===== src/rtl/dtcm_arb.sv =====
// rtl/dtcm_arb.sv - two-requester DTCM arbiter with in-order response routing via an ID FIFO.
// Optional macro DTCM_ARB_RR_EN selects round-robin arbitration; otherwise lsu has fixed priority.
module dtcm_arb #(
  parameter int DTCM_ADDR_WIDTH = 16,
  parameter int XLEN            = 32,
  parameter int OUTS_DEPTH      = 2
) (
  input  logic                       clk,
  input  logic                       rst,
  input  logic                       lsu_cmd_valid,
  output logic                       lsu_cmd_ready,
  input  logic                       lsu_cmd_read,
  input  logic [DTCM_ADDR_WIDTH-1:0] lsu_cmd_addr,
  input  logic [XLEN-1:0]            lsu_cmd_wdata,
  input  logic [XLEN/8-1:0]          lsu_cmd_wmask,
  output logic                       lsu_rsp_valid,
  input  logic                       lsu_rsp_ready,
  output logic [XLEN-1:0]            lsu_rsp_rdata,
  input  logic                       ext_cmd_valid,
  output logic                       ext_cmd_ready,
  input  logic                       ext_cmd_read,
  input  logic [DTCM_ADDR_WIDTH-1:0] ext_cmd_addr,
  input  logic [XLEN-1:0]            ext_cmd_wdata,
  input  logic [XLEN/8-1:0]          ext_cmd_wmask,
  output logic                       ext_rsp_valid,
  input  logic                       ext_rsp_ready,
  output logic [XLEN-1:0]            ext_rsp_rdata,
  output logic                       dtcm_cmd_valid,
  input  logic                       dtcm_cmd_ready,
  output logic                       dtcm_cmd_read,
  output logic [DTCM_ADDR_WIDTH-1:0] dtcm_cmd_addr,
  output logic [XLEN-1:0]            dtcm_cmd_wdata,
  output logic [XLEN/8-1:0]          dtcm_cmd_wmask,
  input  logic                       dtcm_rsp_valid,
  output logic                       dtcm_rsp_ready,
  input  logic [XLEN-1:0]            dtcm_rsp_rdata,
  output logic                       arb_err
);

  localparam int IW = (OUTS_DEPTH > 1) ? $clog2(OUTS_DEPTH) : 1;

  logic [IW-1:0] widx_q, widx_d, ridx_q, ridx_d;
  logic          wwrap_q, wwrap_d, rwrap_q, rwrap_d;
  logic          fifo_q [OUTS_DEPTH];
  logic          lock_q, lock_d, lock_id_q, lock_id_d;
  logic          err_q, err_d;
`ifdef DTCM_ARB_RR_EN
  logic          rr_q, rr_d;
`endif

  logic gnt, gnt_valid, empty, full, cmd_ok, push, pop, head;

  // gnt: 0 = lsu, 1 = ext; a locked grant is never re-arbitrated
  always_comb begin
    gnt = 1'b0;
    if (lock_q) begin
      gnt = lock_id_q;
    end else begin
`ifdef DTCM_ARB_RR_EN
      if (rr_q) gnt = ext_cmd_valid | ~lsu_cmd_valid;
      else      gnt = ~lsu_cmd_valid & ext_cmd_valid;
`else
      gnt = ~lsu_cmd_valid & ext_cmd_valid;
`endif
    end
  end

  assign gnt_valid = gnt ? ext_cmd_valid : lsu_cmd_valid;
  assign empty     = (widx_q == ridx_q) && (wwrap_q == rwrap_q);
  assign full      = (widx_q == ridx_q) && (wwrap_q != rwrap_q);

  assign cmd_ok         = dtcm_cmd_ready & ~full & ~rst;
  assign dtcm_cmd_valid = gnt_valid & ~full & ~rst;
  assign lsu_cmd_ready  = cmd_ok & ~gnt;
  assign ext_cmd_ready  = cmd_ok & gnt;
  assign dtcm_cmd_read  = gnt ? ext_cmd_read  : lsu_cmd_read;
  assign dtcm_cmd_addr  = gnt ? ext_cmd_addr  : lsu_cmd_addr;
  assign dtcm_cmd_wdata = gnt ? ext_cmd_wdata : lsu_cmd_wdata;
  assign dtcm_cmd_wmask = gnt ? ext_cmd_wmask : lsu_cmd_wmask;
  assign push           = dtcm_cmd_valid & dtcm_cmd_ready;

  assign head           = fifo_q[ridx_q];
  assign lsu_rsp_valid  = dtcm_rsp_valid & ~empty & ~head & ~rst;
  assign ext_rsp_valid  = dtcm_rsp_valid & ~empty & head & ~rst;
  assign lsu_rsp_rdata  = dtcm_rsp_rdata;
  assign ext_rsp_rdata  = dtcm_rsp_rdata;
  // With nothing outstanding, any beat is swallowed and flagged
  assign dtcm_rsp_ready = empty | (head ? ext_rsp_ready : lsu_rsp_ready);
  assign pop            = dtcm_rsp_valid & dtcm_rsp_ready & ~empty;
  assign arb_err        = err_q;

  always_comb begin
    widx_d    = widx_q;
    wwrap_d   = wwrap_q;
    ridx_d    = ridx_q;
    rwrap_d   = rwrap_q;
    lock_d    = lock_q;
    lock_id_d = lock_id_q;
    err_d     = err_q | (dtcm_rsp_valid & empty);
    if (push) begin
      if (widx_q == IW'(OUTS_DEPTH - 1)) begin
        widx_d  = '0;
        wwrap_d = ~wwrap_q;
      end else begin
        widx_d = widx_q + 1'b1;
      end
    end
    if (pop) begin
      if (ridx_q == IW'(OUTS_DEPTH - 1)) begin
        ridx_d  = '0;
        rwrap_d = ~rwrap_q;
      end else begin
        ridx_d = ridx_q + 1'b1;
      end
    end
    if (push) begin
      lock_d = 1'b0;
    end else if (dtcm_cmd_valid && !dtcm_cmd_ready) begin
      lock_d    = 1'b1;
      lock_id_d = gnt;
    end else if (!gnt_valid) begin
      lock_d = 1'b0;
    end
  end

`ifdef DTCM_ARB_RR_EN
  assign rr_d = push ? ~gnt : rr_q;
`endif

  always_ff @(posedge clk or posedge rst) begin
    if (rst) begin
      widx_q    <= '0;
      wwrap_q   <= 1'b0;
      ridx_q    <= '0;
      rwrap_q   <= 1'b0;
      lock_q    <= 1'b0;
      lock_id_q <= 1'b0;
      err_q     <= 1'b0;
`ifdef DTCM_ARB_RR_EN
      rr_q      <= 1'b0;
`endif
    end else begin
      widx_q    <= widx_d;
      wwrap_q   <= wwrap_d;
      ridx_q    <= ridx_d;
      rwrap_q   <= rwrap_d;
      lock_q    <= lock_d;
      lock_id_q <= lock_id_d;
      err_q     <= err_d;
`ifdef DTCM_ARB_RR_EN
      rr_q      <= rr_d;
`endif
    end
  end

  // ID storage needs no reset: entries are only read between push and pop
  always_ff @(posedge clk) begin
    if (push) fifo_q[widx_q] <= gnt;
  end

endmodule


===== config.mk =====
export PLATFORM = sky130hd
export DESIGN_NAME = dtcm_arb
export DESIGN_NICKNAME = d
export VERILOG_FILES = /design/src/rtl/dtcm_arb.sv
export SDC_FILE = /design/constraint.sdc
export NUM_CORES = 1
export LEC_CHECK = 0
export ABC_AREA = 1
export ABC_CLOCK_PERIOD_IN_PS = 2200
export CAP_MARGIN = 20
export CORE_AREA = 2 2 104 106
export DETAILED_ROUTE_END_ITERATION = 8
export DIE_AREA = 0 0 106 108
export GPL_ROUTABILITY_DRIVEN = 0
export HOLD_SLACK_MARGIN = 0.05
export PLACE_DENSITY = 0.64
export SLEW_MARGIN = 15
export SYNTH_ARGS = -nofsm -noshare
export SYNTH_HDL_FRONTEND = slang
export SYNTH_SLANG_ARGS = --single-unit

===== constraint.sdc =====
create_clock -name clk -period 2.2 [get_ports clk]
set_clock_uncertainty 0.15 [all_clocks]
set_input_delay 0.33 -clock clk [delete_from_list [all_inputs] [get_ports clk]]
set_output_delay 0.33 -clock clk [all_outputs]
set_load 0.02 [all_outputs]

==> flow_metrics.env <==
export IMPL_synth_edff_count=2
export IMPL_ios=270
export IMPL_synth_top_family_by_area="simple AND/OR/NAND/NOR gates"
export IMPL_fin_area_um2=3120
export IMPL_relSlewSlack=0.851
export IMPL_cap_violations=0
export IMPL_end_kind="output pin"
export IMPL_synth_compound_area_share=0.0252
export IMPL_numPortBuffers=173
export IMPL_die_area_um2=11400
export IMPL_yosys_area_top_type="nand2_1"
export IMPL_netlist_instances=303
export IMPL_ys_types=22
export IMPL_setup_slack_ns=0.0696
export IMPL_ir_drop_mv=0.276
export IMPL_worst_pin_slew_ns=0.223
export IMPL_finalCriticalPeriod_ns=2.13
export IMPL_initial_utilization=0.170
export IMPL_r2r_setup_slack_ns=0.61
export IMPL_cp_common_cell="nand2_1"
export IMPL_slowest_stage="dfrtp_1"
export IMPL_hold_class="reg2reg"
export IMPL_async_flop_share=0.778
export IMPL_clkLatencyLatePin_ns=0.24
export IMPL_cts_buffer_depth=2
export IMPL_p_leak_uw=0.00163
export IMPL_seq_area_frac_synth=0.136
export IMPL_crit_path_start_kind="flip-flop"
export IMPL_clkSlewWorstSetupHoldPaths_ns=0.05
export IMPL_yosysTopAreaCellShare=0.387
export IMPL_grt_overflow=0
export IMPL_cp_max_fo=14
export IMPL_muxShareOfSynthArea=0
export IMPL_hpwl_mm=5.76
export IMPL_grt_use_total=0.115
export IMPL_worstPathRequired_ns=1.72
export IMPL_core_um2=10200
export IMPL_ys_flop_type="dfrtp_1"
export IMPL_power_density_nw_per_um2=739
export IMPL_avgSynthCellArea_um2=5.73
export IMPL_vias=2159
export IMPL_hold_buffers=0
export IMPL_viasPerCell=3.86
export IMPL_wirelength_mm=7.10
export IMPL_setup_viol=0
export IMPL_synth_seq_cells=9
export IMPL_status="finished clean"
export IMPL_die_w_um=106
export IMPL_cts_sinks=9
export IMPL_path_cells="inv_2 -> nand2_2 -> o21ai_4 -> buf_6 -> inv_4 -> bufbuf_16 -> nand2_1 -> nand2_1 -> buf_2"
export IMPL_grt_pass1_wl_mm=10.6
export IMPL_clock_fmax_ghz=0.469
export IMPL_dr_pass1_iters=4
export IMPL_cts_made_buffers=3
export IMPL_rr_worst_depth=7
export IMPL_antenna_found_initial=0
export IMPL_synth_fa_ha_area_frac=0
export IMPL_syn_to_final_growth_pct=79.7
export IMPL_grt_setup_unrepaired="true"
export IMPL_yosys_area_share_simple=0.480
export IMPL_yosys_top_cells_count="179 x nand2_1, 65 x buf_4, 10 x inv_1"
export IMPL_chipHeight_um=108
export IMPL_synthesis_nets=449
export IMPL_synth_xor_area_frac=0.00505
export IMPL_fin_hold_ws_ns=0.321
export IMPL_drt_iter0_drc=69
export IMPL_synth_area_leaders="nand2_1 39%, buf_4 28%, dfrtp_1 10%"
export IMPL_root_buffer="clkbuf_8"
export IMPL_tritoncts="done"
export IMPL_drive_gt1_frac=0.238
export IMPL_yosys_cell_count_top_type="nand2_1"
export IMPL_htreeDepth=1
export IMPL_wire_per_inst_um=12.7
export IMPL_yosys_warnings=0
export IMPL_synth_area_um2=1740
export IMPL_place_ws_ns=-0.443
export IMPL_rows=37
export IMPL_drv_slew=0
export IMPL_path_delay_family="buffers and inverters"
export IMPL_antennaDiodeCount=0
export IMPL_finalCritPeriodShare=0.968
export IMPL_critPathMaxStageDelay_ns=0.40
export IMPL_drc_errors=0
export IMPL_hold_depth=1
export IMPL_grt_max_degree=27
export IMPL_path_class="reg2out"
export IMPL_finalHoldViolations=0
export IMPL_grt_pass1_vias=2190
export IMPL_antenna_left=0
export IMPL_crit_buf_inv=5
export IMPL_worstSetupPathDepth=9
export IMPL_p_total_uw=2300
export IMPL_cp_arrival_ns=1.65
export IMPL_fin_nets=571
export IMPL_post_dp_cell_area_um2=3220
state kept, by name, summed over array words and instances, names as in the netlist:
| signal | cells |
|---|---|
| arb_err | 1 |
| widx_q | 1 |
| rwrap_q | 1 |
| fifo_q | 2 |
| lock_id_q | 1 |
| ridx_q | 1 |
| lock_q | 1 |
| wwrap_q | 1 |
through the flow:
| stage | cells | TNS (ns) | util |
|---|---|---|---|
| floorplan | 303 | 0 | - |
| global placement | 550 | -19.69 | 0.315 |
| detailed placement | 550 | -20.85 | 0.315 |
| CTS | 560 | 0 | 0.314 |
| global route | 560 | -0.0985 | 0.305 |
| finish | 560 | 0 | 0.305 |
cell families after synthesis:
logic type	count (synthesis)
AOI/OAI and AO/OA	6
xor gates and xnor gates	1
buffers and inverters	87
DFF	9
and+or+nand+nor	200
worst register-to-register path, stage by stage, from the launching register on:
cell      delay [ns]
dfrtp_1         0.40
buf_4           0.15
nand3b_1        0.08
nand2_1         0.12
buf_4           0.17
nor2_4          0.11
nand2_1         0.07
inv_1           0.06
area by class of cell:
cell class | instances | area [um^2]
well taps | 136 | 170
repair buffers | 192 | 1720
inverters | 12 | 47.5
clock inverters | 1 | 5.00
flip-flops and latches | 9 | 236
clock buffers | 3 | 41.3
fillers | 1145 | 7110
multi-input cells | 207 | 898
final timing paths:
check                                         from                  end
worst max-delay path            lock_q$_DFFE_PP0P_     dtcm_cmd_addr[7]
worst min-delay path             arb_err$_DFF_PP0_    arb_err$_DFF_PP0_
worst max register to register  lock_q$_DFFE_PP0P_  fifo_q[1]$_DFFE_PP_
worst min register to register   arb_err$_DFF_PP0_    arb_err$_DFF_PP0_
max in group asynchronous                      rst   ridx_q$_DFFE_PP0P_
min in group asynchronous                      rst   widx_q$_DFFE_PP0P_
metal layers:
layer  vias up  track usage  wire, um
met5         -            0         0
met4         0       0.0385       163
met3        17       0.0344       676
met2       142        0.214      3610
met1       915        0.124      2650
li1       1085            -         -
cell usage in the layout, fill, tap and decap left out, drive strengths merged, types with 2 or more instances in the layout:
cell type,count
nor2,5
clkbuf,20
clkdlybuf4s50,112
o21ai,5
nand3,4
nand2,187
buf,56
dlygate4sd2,5
inv,12
nand3b,2
edfxtp,2
dfrtp,7
where the power goes:
part           internal (uW)  switching [uW]
registers                233            52.0
logic                    789            1030
clock network            124            77.9
total                   1150            1160
repair_timing:
item                       CTS  global route
resized for setup          175            51
buffers inserted             4             0
pin swaps                    2             1
gates cloned                 2             0
setup endpoints to repair   58            53
(Power assumes the default switching activity.)
==> RTL change: new RTL, same settings <==
Reset style: synchronous (`rst`), changed in one clocked block.
--- a/src/rtl/dtcm_arb.sv
+++ b/src/rtl/dtcm_arb.sv
@@ -127,7 +127,7 @@
   assign rr_d = push ? ~gnt : rr_q;
 `endif
 
-  always_ff @(posedge clk or posedge rst) begin
+  always_ff @(posedge clk) begin
     if (rst) begin
       widx_q    <= '0;
       wwrap_q   <= 1'b0;
Behaviour: differs if rst is asserted again (counterexample within 4 cycles, from zero or initial values and one cycle with rst high); with rst held inactive, the same outputs for 10 cycles.
==> RTL change against the unedited design <==
- routed wire length shrank 7.7%
- sequential cell count increased by 1
- die area did not move
- setup slack worse by 57 ps
- cell area about the same
- area after synthesis shrank 1.8%
- worst hold slack worse by 28 ps
- largest cell class unchanged
- highest routed layer unchanged
Power is not compared: it rests on default switching activity, and its combinational part moved more than twofold at a synthesized area within 25%.
==> RTL change: results (changes against the unedited design) <==
initial antenna violation count=0 (unchanged); Routed met3 length=582 um (-14%); Post-DP HPWL=5.246 mm (-9.0%); max FFs per register=2 (unchanged); Worst EP arrival=1710 ps (+60 ps); crit path capture=dtcm_cmd_read; top post-synthesis cells by count=178 x nand2_1, 64 x buf_4, 13 x inv_1, 13 x nor2_1, 11 x buf_2; grt met2 use=20.09% (-1.3 points); Via-to-Cell Ratio=3.821 (-0.88%); GRT Util Overall=10.24% (-1.3 points); Synth Flop Type=dfxtp_1; Worst R2R Path Depth=9 (+2); Fillers=1151 (+0.52%); Relative slew margins=85.20% (+0.091 points); Hold Path Stages=2 (+1); WL met2=3.424 mm (-5.2%); top cells by area, synth=nand2_1 39%, buf_4 28%, dfxtp_1 9.4%, edfxtp_1 3.5%, buf_2 3.2%; vias in the first global route=2064 (-5.8%); hold_sp=arb_err; post-synthesis xor/xnor area fraction=0.5140% (+0.0093 points); Total Nets Final=583 (+2.1%); Seq/Total Area, Yosys=12.92% (-0.63 points); Final Hold Fails=0 (unchanged); Max FO, Critical Path=20 (+6); met1 Usage GRT=10.52% (-1.9 points); share of Yosys cell area claimed by the top area cell type=39.21% (+0.49 points); first-pass GRT wire length=9.494 mm (-11%); Post-Synth Adder-Cell Area=0.7342% (+0.73 points); Worst Setup SP=ext_cmd_valid; Syn Area/Cell=5.410 um2 (-5.5%); Vias=2182 (+1.1%); largest net degree at the start of global routing=28 (+3.7%); Post-CTS Setup Repair Bufs=1 (-3); drt wl/cell=11.48 um (-9.4%); WL met1=2.417 mm (-8.6%); post-synth net total=462 (+2.9%); met3 Usage GRT=2.291% (-1.1 points); status=complete, no violations; FF-to-FF Start=wwrap_q; Post-CTS Resized=206 (+18%); DRT iter0 DRCs=88 (+28%); Hold Path End=arb_err; layout cells sized above 1=20.92% (-2.9 points); share of flip-flops with an asynchronous set or reset=0% (-78 points); DP Cell Count=565 (+2.7%); Worst R2R Setup Slack=570 ps (-40 ps)
## RTL change: stage by stage
step	setup TNS, ps	hold WS (ps)	total power [mW]	cell area, um2	worst slack [ps]
2_1_floorplan	0	249.1	0.6699	1704	571.7
3_3_place_gp	-19840	290.8	0.9493	3206	-420.3
3_5_place_dp	-20830	286.5	0.9528	3206	-430.9
4_1_cts	-265.6	294.6	1.139	3161	-36.37
5_1_grt	-515.4	318.7	1.187	3119	-65.51
6_report	0	293.3	1.115	3119	12.30
## RTL change: final cells by class
| class | instances | area share [%] |
|---|---|---|
| clock buffers | 4 | 1.765 |
| flip-flops and latches | 10 | 7.100 |
| repair buffers | 191 | 54.59 |
| inverters | 15 | 1.966 |
| multi-input cells | 215 | 29.12 |
| well taps | 136 | 5.455 |
## RTL change: worst max-delay path, stage by stage
cell and delay [ps]:
clkdlybuf4s50_1 500, nand3_2 120, nand2_4 130, clkinv_4 100
buf_12 170, nand2_1 60, nand2_1 50, clkdlybuf4s15_2 240
